`config.mk`:
```
export PLATFORM = sky130hd
export DESIGN_NAME = decode_stage
export DESIGN_NICKNAME = d
export VERILOG_FILES = /design/src/rtl/decode_stage.sv
export SDC_FILE = /design/constraint.sdc
export NUM_CORES = 1
export LEC_CHECK = 0
export ABC_AREA = 1
export CAP_MARGIN = 0
export CORE_ASPECT_RATIO = 0.75
export CORE_UTILIZATION = 40
export CTS_CLUSTER_DIAMETER = 50
export DETAILED_ROUTE_END_ITERATION = 6
export PLACE_DENSITY = 0.68
export SLEW_MARGIN = 20
export SYNTH_ARGS = -nofsm -noshare
export SYNTH_HDL_FRONTEND = slang
export SYNTH_SLANG_ARGS = --single-unit
```
`constraint.sdc`:
```
create_clock -name clk -period 3.78 [get_ports clk]
set_input_delay 0.756 -clock clk [delete_from_list [all_inputs] [get_ports clk]]
set_output_delay 0.756 -clock clk [all_outputs]
set_load 0.01 [all_outputs]
```
`src/rtl/decode_stage.sv`:
```
`timescale 1ns/1ps
// Superscalar RV32I decode stage: DECODE_WIDTH lanes decoded per cycle into a
// registered output with a one-group skid buffer, flush and a lane counter.

package decode_stage_pkg;
    localparam int unsigned XLEN = 32;

    localparam logic [6:0] OPC_LOAD   = 7'b0000011;
    localparam logic [6:0] OPC_STORE  = 7'b0100011;
    localparam logic [6:0] OPC_OP_IMM = 7'b0010011;
    localparam logic [6:0] OPC_OP     = 7'b0110011;
    localparam logic [6:0] OPC_LUI    = 7'b0110111;
    localparam logic [6:0] OPC_AUIPC  = 7'b0010111;
    localparam logic [6:0] OPC_JAL    = 7'b1101111;
    localparam logic [6:0] OPC_JALR   = 7'b1100111;
    localparam logic [6:0] OPC_BRANCH = 7'b1100011;
    localparam logic [6:0] OPC_SYSTEM = 7'b1110011;

    typedef struct packed {
        logic [XLEN-1:0] instruction_addr;
        logic [6:0]      opcode;
        logic [4:0]      rd;
        logic [4:0]      rs1;
        logic [4:0]      rs2;
        logic [2:0]      funct3;
        logic [6:0]      funct7;
        logic [XLEN-1:0] imm;
    } instruction_t;
endpackage

module decode_stage
    import decode_stage_pkg::*;
#(
    parameter int unsigned ADDR_WIDTH   = 32,
    parameter int unsigned DATA_WIDTH   = 32,
    parameter int unsigned DECODE_WIDTH = 2,
    parameter int unsigned CNT_WIDTH    = 32
) (
    input  logic                                   clk,
    input  logic                                   rst_n,
    input  logic                                   flush_i,
    input  logic                                   in_valid_i,
    output logic                                   in_ready_o,
    input  logic [DECODE_WIDTH-1:0]                in_lane_mask_i,
    input  logic [DECODE_WIDTH-1:0][ADDR_WIDTH-1:0] in_addr_i,
    input  logic [DECODE_WIDTH-1:0][DATA_WIDTH-1:0] in_instr_i,
    output logic                                   out_valid_o,
    input  logic                                   out_ready_i,
    output logic [DECODE_WIDTH-1:0]                out_lane_mask_o,
    output instruction_t [DECODE_WIDTH-1:0]        out_decoded_o,
    output logic [DECODE_WIDTH-1:0]                out_illegal_o,
    output logic [CNT_WIDTH-1:0]                   decoded_count_o
);

    typedef struct packed {
        logic [DECODE_WIDTH-1:0]         mask;
        logic [DECODE_WIDTH-1:0]         illegal;
        instruction_t [DECODE_WIDTH-1:0] dec;
    } group_t;

    group_t                 out_grp_q, out_grp_d;
    group_t                 skid_grp_q, skid_grp_d;
    group_t                 in_grp;
    logic                   out_valid_q, out_valid_d;
    logic                   skid_valid_q, skid_valid_d;
    logic                   in_ready_q, in_ready_d;
    logic [CNT_WIDTH-1:0]   count_q, count_d;
    logic                   accept;
    logic                   out_fire;
    logic                   out_load;

    function automatic void lane_decode(
        input  logic [XLEN-1:0] addr,
        input  logic [31:0]     instr,
        output instruction_t    d,
        output logic            bad
    );
        logic [2:0] f3;
        logic [6:0] f7;
        f3  = instr[14:12];
        f7  = instr[31:25];
        d   = '0;
        bad = 1'b0;
        case (instr[6:0])
            OPC_OP: begin
                bad      = !((f7 == 7'h00) || ((f7 == 7'h20) && (f3 == 3'b000 || f3 == 3'b101)));
                d.rd     = instr[11:7];
                d.rs1    = instr[19:15];
                d.rs2    = instr[24:20];
                d.funct3 = f3;
                d.funct7 = f7;
            end
            OPC_LOAD, OPC_OP_IMM, OPC_JALR: begin
                if (instr[6:0] == OPC_LOAD) begin
                    bad = (f3 == 3'b011) || (f3 == 3'b110) || (f3 == 3'b111);
                end else if (instr[6:0] == OPC_JALR) begin
                    bad = (f3 != 3'b000);
                end else begin
                    bad = ((f3 == 3'b001) && (f7 != 7'h00)) ||
                          ((f3 == 3'b101) && (f7 != 7'h00) && (f7 != 7'h20));
                end
                d.rd     = instr[11:7];
                d.rs1    = instr[19:15];
                d.funct3 = f3;
                d.imm    = {{20{instr[31]}}, instr[31:20]};
            end
            OPC_STORE: begin
                bad      = (f3 >= 3'b011);
                d.rs1    = instr[19:15];
                d.rs2    = instr[24:20];
                d.funct3 = f3;
                d.imm    = {{20{instr[31]}}, instr[31:25], instr[11:7]};
            end
            OPC_BRANCH: begin
                bad      = (f3 == 3'b010) || (f3 == 3'b011);
                d.rs1    = instr[19:15];
                d.rs2    = instr[24:20];
                d.funct3 = f3;
                d.imm    = {{19{instr[31]}}, instr[31], instr[7], instr[30:25], instr[11:8], 1'b0};
            end
            OPC_LUI, OPC_AUIPC: begin
                d.rd  = instr[11:7];
                d.imm = {instr[31:12], 12'h000};
            end
            OPC_JAL: begin
                d.rd  = instr[11:7];
                d.imm = {{11{instr[31]}}, instr[31], instr[19:12], instr[20], instr[30:21], 1'b0};
            end
            OPC_SYSTEM: begin
                d.rd     = instr[11:7];
                d.rs1    = instr[19:15];
                d.funct3 = f3;
                d.imm    = {20'h00000, instr[31:20]};
            end
            // covers any opcode not listed, including instr[1:0] != 2'b11
            default: bad = 1'b1;
        endcase
        if (bad) begin
            d = '0;
        end
        d.instruction_addr = addr;
        d.opcode           = instr[6:0];
    endfunction

    function automatic logic [CNT_WIDTH-1:0] lane_popcount(input logic [DECODE_WIDTH-1:0] m);
        logic [CNT_WIDTH-1:0] n;
        n = '0;
        for (int i = 0; i < DECODE_WIDTH; i++) begin
            n = n + CNT_WIDTH'(m[i]);
        end
        return n;
    endfunction

    always_comb begin
        instruction_t d;
        logic         bad;
        in_grp      = '0;
        in_grp.mask = in_lane_mask_i;
        for (int i = 0; i < DECODE_WIDTH; i++) begin
            d   = '0;
            bad = 1'b0;
            if (in_lane_mask_i[i]) begin
                lane_decode(XLEN'(in_addr_i[i]), in_instr_i[i], d, bad);
            end
            in_grp.dec[i]     = d;
            in_grp.illegal[i] = bad;
        end
    end

    assign accept   = in_valid_i && in_ready_q;
    assign out_fire = out_valid_q && out_ready_i;
    assign out_load = !out_valid_q || out_ready_i;

    // The skid only holds data while the output is stalled, so it always
    // drains into the output before any newer group can.
    always_comb begin
        out_valid_d  = out_valid_q;
        out_grp_d    = out_grp_q;
        skid_valid_d = skid_valid_q;
        skid_grp_d   = skid_grp_q;
        count_d      = count_q;
        if (flush_i) begin
            out_valid_d  = 1'b0;
            out_grp_d    = '0;
            skid_valid_d = 1'b0;
            skid_grp_d   = '0;
        end else begin
            if (out_fire) begin
                count_d = count_q + lane_popcount(out_grp_q.mask);
            end
            if (out_load) begin
                if (skid_valid_q) begin
                    out_grp_d    = skid_grp_q;
                    out_valid_d  = 1'b1;
                    skid_valid_d = 1'b0;
                    skid_grp_d   = '0;
                end else if (accept) begin
                    out_grp_d   = in_grp;
                    out_valid_d = 1'b1;
                end else begin
                    out_valid_d = 1'b0;
                end
            end else if (accept) begin
                skid_grp_d   = in_grp;
                skid_valid_d = 1'b1;
            end
        end
    end

    assign in_ready_d = !skid_valid_d;

    always_ff @(posedge clk or negedge rst_n) begin
        if (!rst_n) begin
            out_valid_q  <= 1'b0;
            out_grp_q    <= '0;
            skid_valid_q <= 1'b0;
            skid_grp_q   <= '0;
            in_ready_q   <= 1'b1;
            count_q      <= '0;
        end else begin
            out_valid_q  <= out_valid_d;
            out_grp_q    <= out_grp_d;
            skid_valid_q <= skid_valid_d;
            skid_grp_q   <= skid_grp_d;
            in_ready_q   <= in_ready_d;
            count_q      <= count_d;
        end
    end

    assign in_ready_o      = in_ready_q;
    assign out_valid_o     = out_valid_q;
    assign out_lane_mask_o = out_grp_q.mask;
    assign out_decoded_o   = out_grp_q.dec;
    assign out_illegal_o   = out_grp_q.illegal;
    assign decoded_count_o = count_q;

endmodule

```
==> metrics.txt <==
result of the run=completed; DR vias=19800; routed wl met2=approximately 28 mm; cells after synthesis=about 2600; register area share after synthesis=50.9%; # setup viols final=0; fin util=51.8%; port bufs=364; initial antenna violation count=6; CP Class=in -> reg; crit start category=primary input; Synthesis Warnings=0; Yosys cell types=between 40 and 50; Die Ht=200 um; CTS Buffer Depth=3; DRC=0; share of cells above drive strength 1=under 10%; mapped cell area=roughly 0.021 mm^2; Ports=365; reg-to-reg slack, setup=about 1.1 ns; PwrDens=slightly below 400 mW/mm^2; Post-CTS Setup Bufs=0; synthesized net count=about 2800; Worst-Margin Slew=about 1.1 ns; crit-path max FO=44; Fmax=~370 MHz; Fin. Hold Viols=0; GPL Wtd Cong=between 0.9 and 1; Slew headroom=between 20 and 30%; DRT antenna net count=0; clk sinks=~430; core area=roughly 0.052 mm^2; vias in the first global route=around 19000; Die ar.=0.0534 mm^2; DRT Wirelength=around 67 mm; # nets final=approximately 3000; Req. time, crit path=4.28 ns; Slew Limit Fails=0; CTS H-tree lvls=2; vias per inst=5.42; top cell type's share of synthesized area=between 50% and 60%; dpl hpwl=~45 mm; HP Class=in -> async; CTS resizes=0; Layout area overhead=27.6%; Static Leak=13.6 nW; Synth area leaders=dfrtp_1 51%, nand2_1 18%, nand3_1 4.1%, nand4_1 3.8%, nor2_1 3.3%; CTS tree=yes; # rows=just over 70; CP Capture Type=flop; Final Skew=slightly above 0.02 ns; 1st-iter DRT viols=about 2100; Initial Utilization=about two fifths; largest net degree at the start of global routing=between 200 and 250; largest area contributor in the synthesized netlist=dfrtp_1; Setup WS post-layout=about 1.0 ns; CP Data Arrival Time=3.24 ns; gr usage total=roughly 25%; worst skew pair latency=roughly 0.58 ns; clock-pin slew on the worst setup and hold paths=~0.060 ns; total CTS buffers=48; Die Wd=around 270 um; Top Metal Used=met5; first-pass GRT wire length=approximately 110 mm; MaxCap Viol Count=0; average size of a mapped cell=around 8 um^2; drt wl/cell=around 18 um; Max IR drop VDD=just under 0.0003 V; root buffer cell=clkbuf_16; DR pass1 iterations=6; Fill cells=about 4800; crit share post-route=just over 70%; # hold bufs at CTS=0; setup TNS=0 ns; synthesis-stage register bit count=roughly 430; Metal-1 WL=just over 30 mm; pre-CTS setup slack=about 0.48 ns; RSZ-0062 raised after global routing=false; fin crit period=about 2.7 ns; Congestion Overflow GR=0; met3 WL=6.42 mm
-- flip-flops by register name, summed over array words and instances, names as in the netlist --
register / flops
out_illegal_o: 2
skid_valid_q: 1
in_ready_o: 1
out_lane_mask_o: 2
out_valid_o: 1
decoded_count_o: 32
out_decoded_o: 192
skid_grp_q: 196
-- kinds of logic after synthesis --
family | share of synthesized area [%]
compound gates | 10.3
mux | 0.0536
flops | 50.9
xor+xnor | 1.21
fa+ha+maj | 0.155
simple gates | 30.5
buf+inv | 6.84
-- cell usage in the layout, fill, tap and decap left out, types with 15 or more instances in the layout --
cell type	synthesis	routed
nand3_1	171	171
buf_4	17	41
nor3_1	17	17
a22o_1	60	60
nand4_1	126	126
clkdlybuf4s50_1	0	363
nor2_1	182	181
inv_1	122	122
nand2_1	983	983
inv_2	17	15
a22oi_1	69	69
dfrtp_1	426	425
a21oi_1	43	43
xor2_1	21	21
o21ai_0	120	120
clkbuf_16	0	49
-- where the power goes --
| part | internal (W) | switching (W) |
|---|---|---|
| Sequential | 0.00468 | 0.0000834 |
| Combinational | 0.000442 | 0.000756 |
| Clock | 0.00275 | 0.00195 |
| Total | 0.00787 | 0.00279 |
-- per-stage QoR --
step | area [um^2] | cells | hold WS (ns) | power, W
after floorplan | 21000 | 2630 | 0.449 | 0.00536
after CTS | 26800 | 3651 | 0.224 | 0.0108
after global placement | 25200 | 3567 | 0.462 | 0.00603
after detailed placement | 25200 | 3567 | 0.464 | 0.00605
after global routing | 26800 | 3652 | 0.242 | 0.0111
final | 26800 | 3654 | 0.194 | 0.0107
-- critical path: stages --
cell,delay [ns]
clkdlybuf4s50_1,0.51
nand2_1,0.12
nor2_1,0.13
buf_4,0.19
nand2_1,0.09
nor2_2,0.35
nor2_1,0.15
nand3_2,0.23
nand2_2,0.10
inv_2,0.16
buf_12,0.23
nand3_1,0.10
nand2_1,0.07
-- final timing paths --
kind,start,endpoint,cells past startpoint
min in group clk,out_decoded_o[30],out_decoded_o[30],2
min reg2reg,out_decoded_o[30],out_decoded_o[30],2
max reg2reg,skid_valid_q,out_decoded_o[6],9
min,rst_n,out_decoded_o[83],1
max,in_instr_i[1],skid_grp_q[10],13
max in group asynchronous,rst_n,skid_grp_q[130],2
-- cells in the mapped netlist (all sizes together) --
cell type / n
nor3: 20
mux2: 1
dfrtp: 426
inv: 139
fa: 1
a32o: 12
xnor2: 8
nand3b: 1
and2: 1
o21bai: 1
o22ai: 4
o211ai: 11
buf: 113
dfstp: 1
a31oi: 1
a22oi: 69
nand4: 126
xor2: 21
a22o: 60
nand3: 178
nor2: 196
nor4: 4
ha: 1
a21oi: 45
o21ai: 128
nand2: 991
clkbuf: 70
and3: 1
-- final cells by class --
type / count / area, um^2 / area share, %
diodes: 3 / 7.51 / 0.0280
clock inverters: 19 / 183 / 0.682
clock buffers: 65 / 1410 / 5.25
inverters: 139 / 528 / 1.97
repair buffers: 417 / 4200 / 15.7
multi-input cells: 1881 / 8900 / 33.2
flip-flops and latches: 427 / 10700 / 39.9
well taps: 703 / 880 / 3.28
-- routing by layer --
layer | global-route usage, % | vias to the layer above
met4 | 6.69 | 8
met5 | 0 | -
li1 | - | 9222
met1 | 37.3 | 9577
met3 | 6.10 | 113
met2 | 35.7 | 880
(Power assumes the default switching activity.)
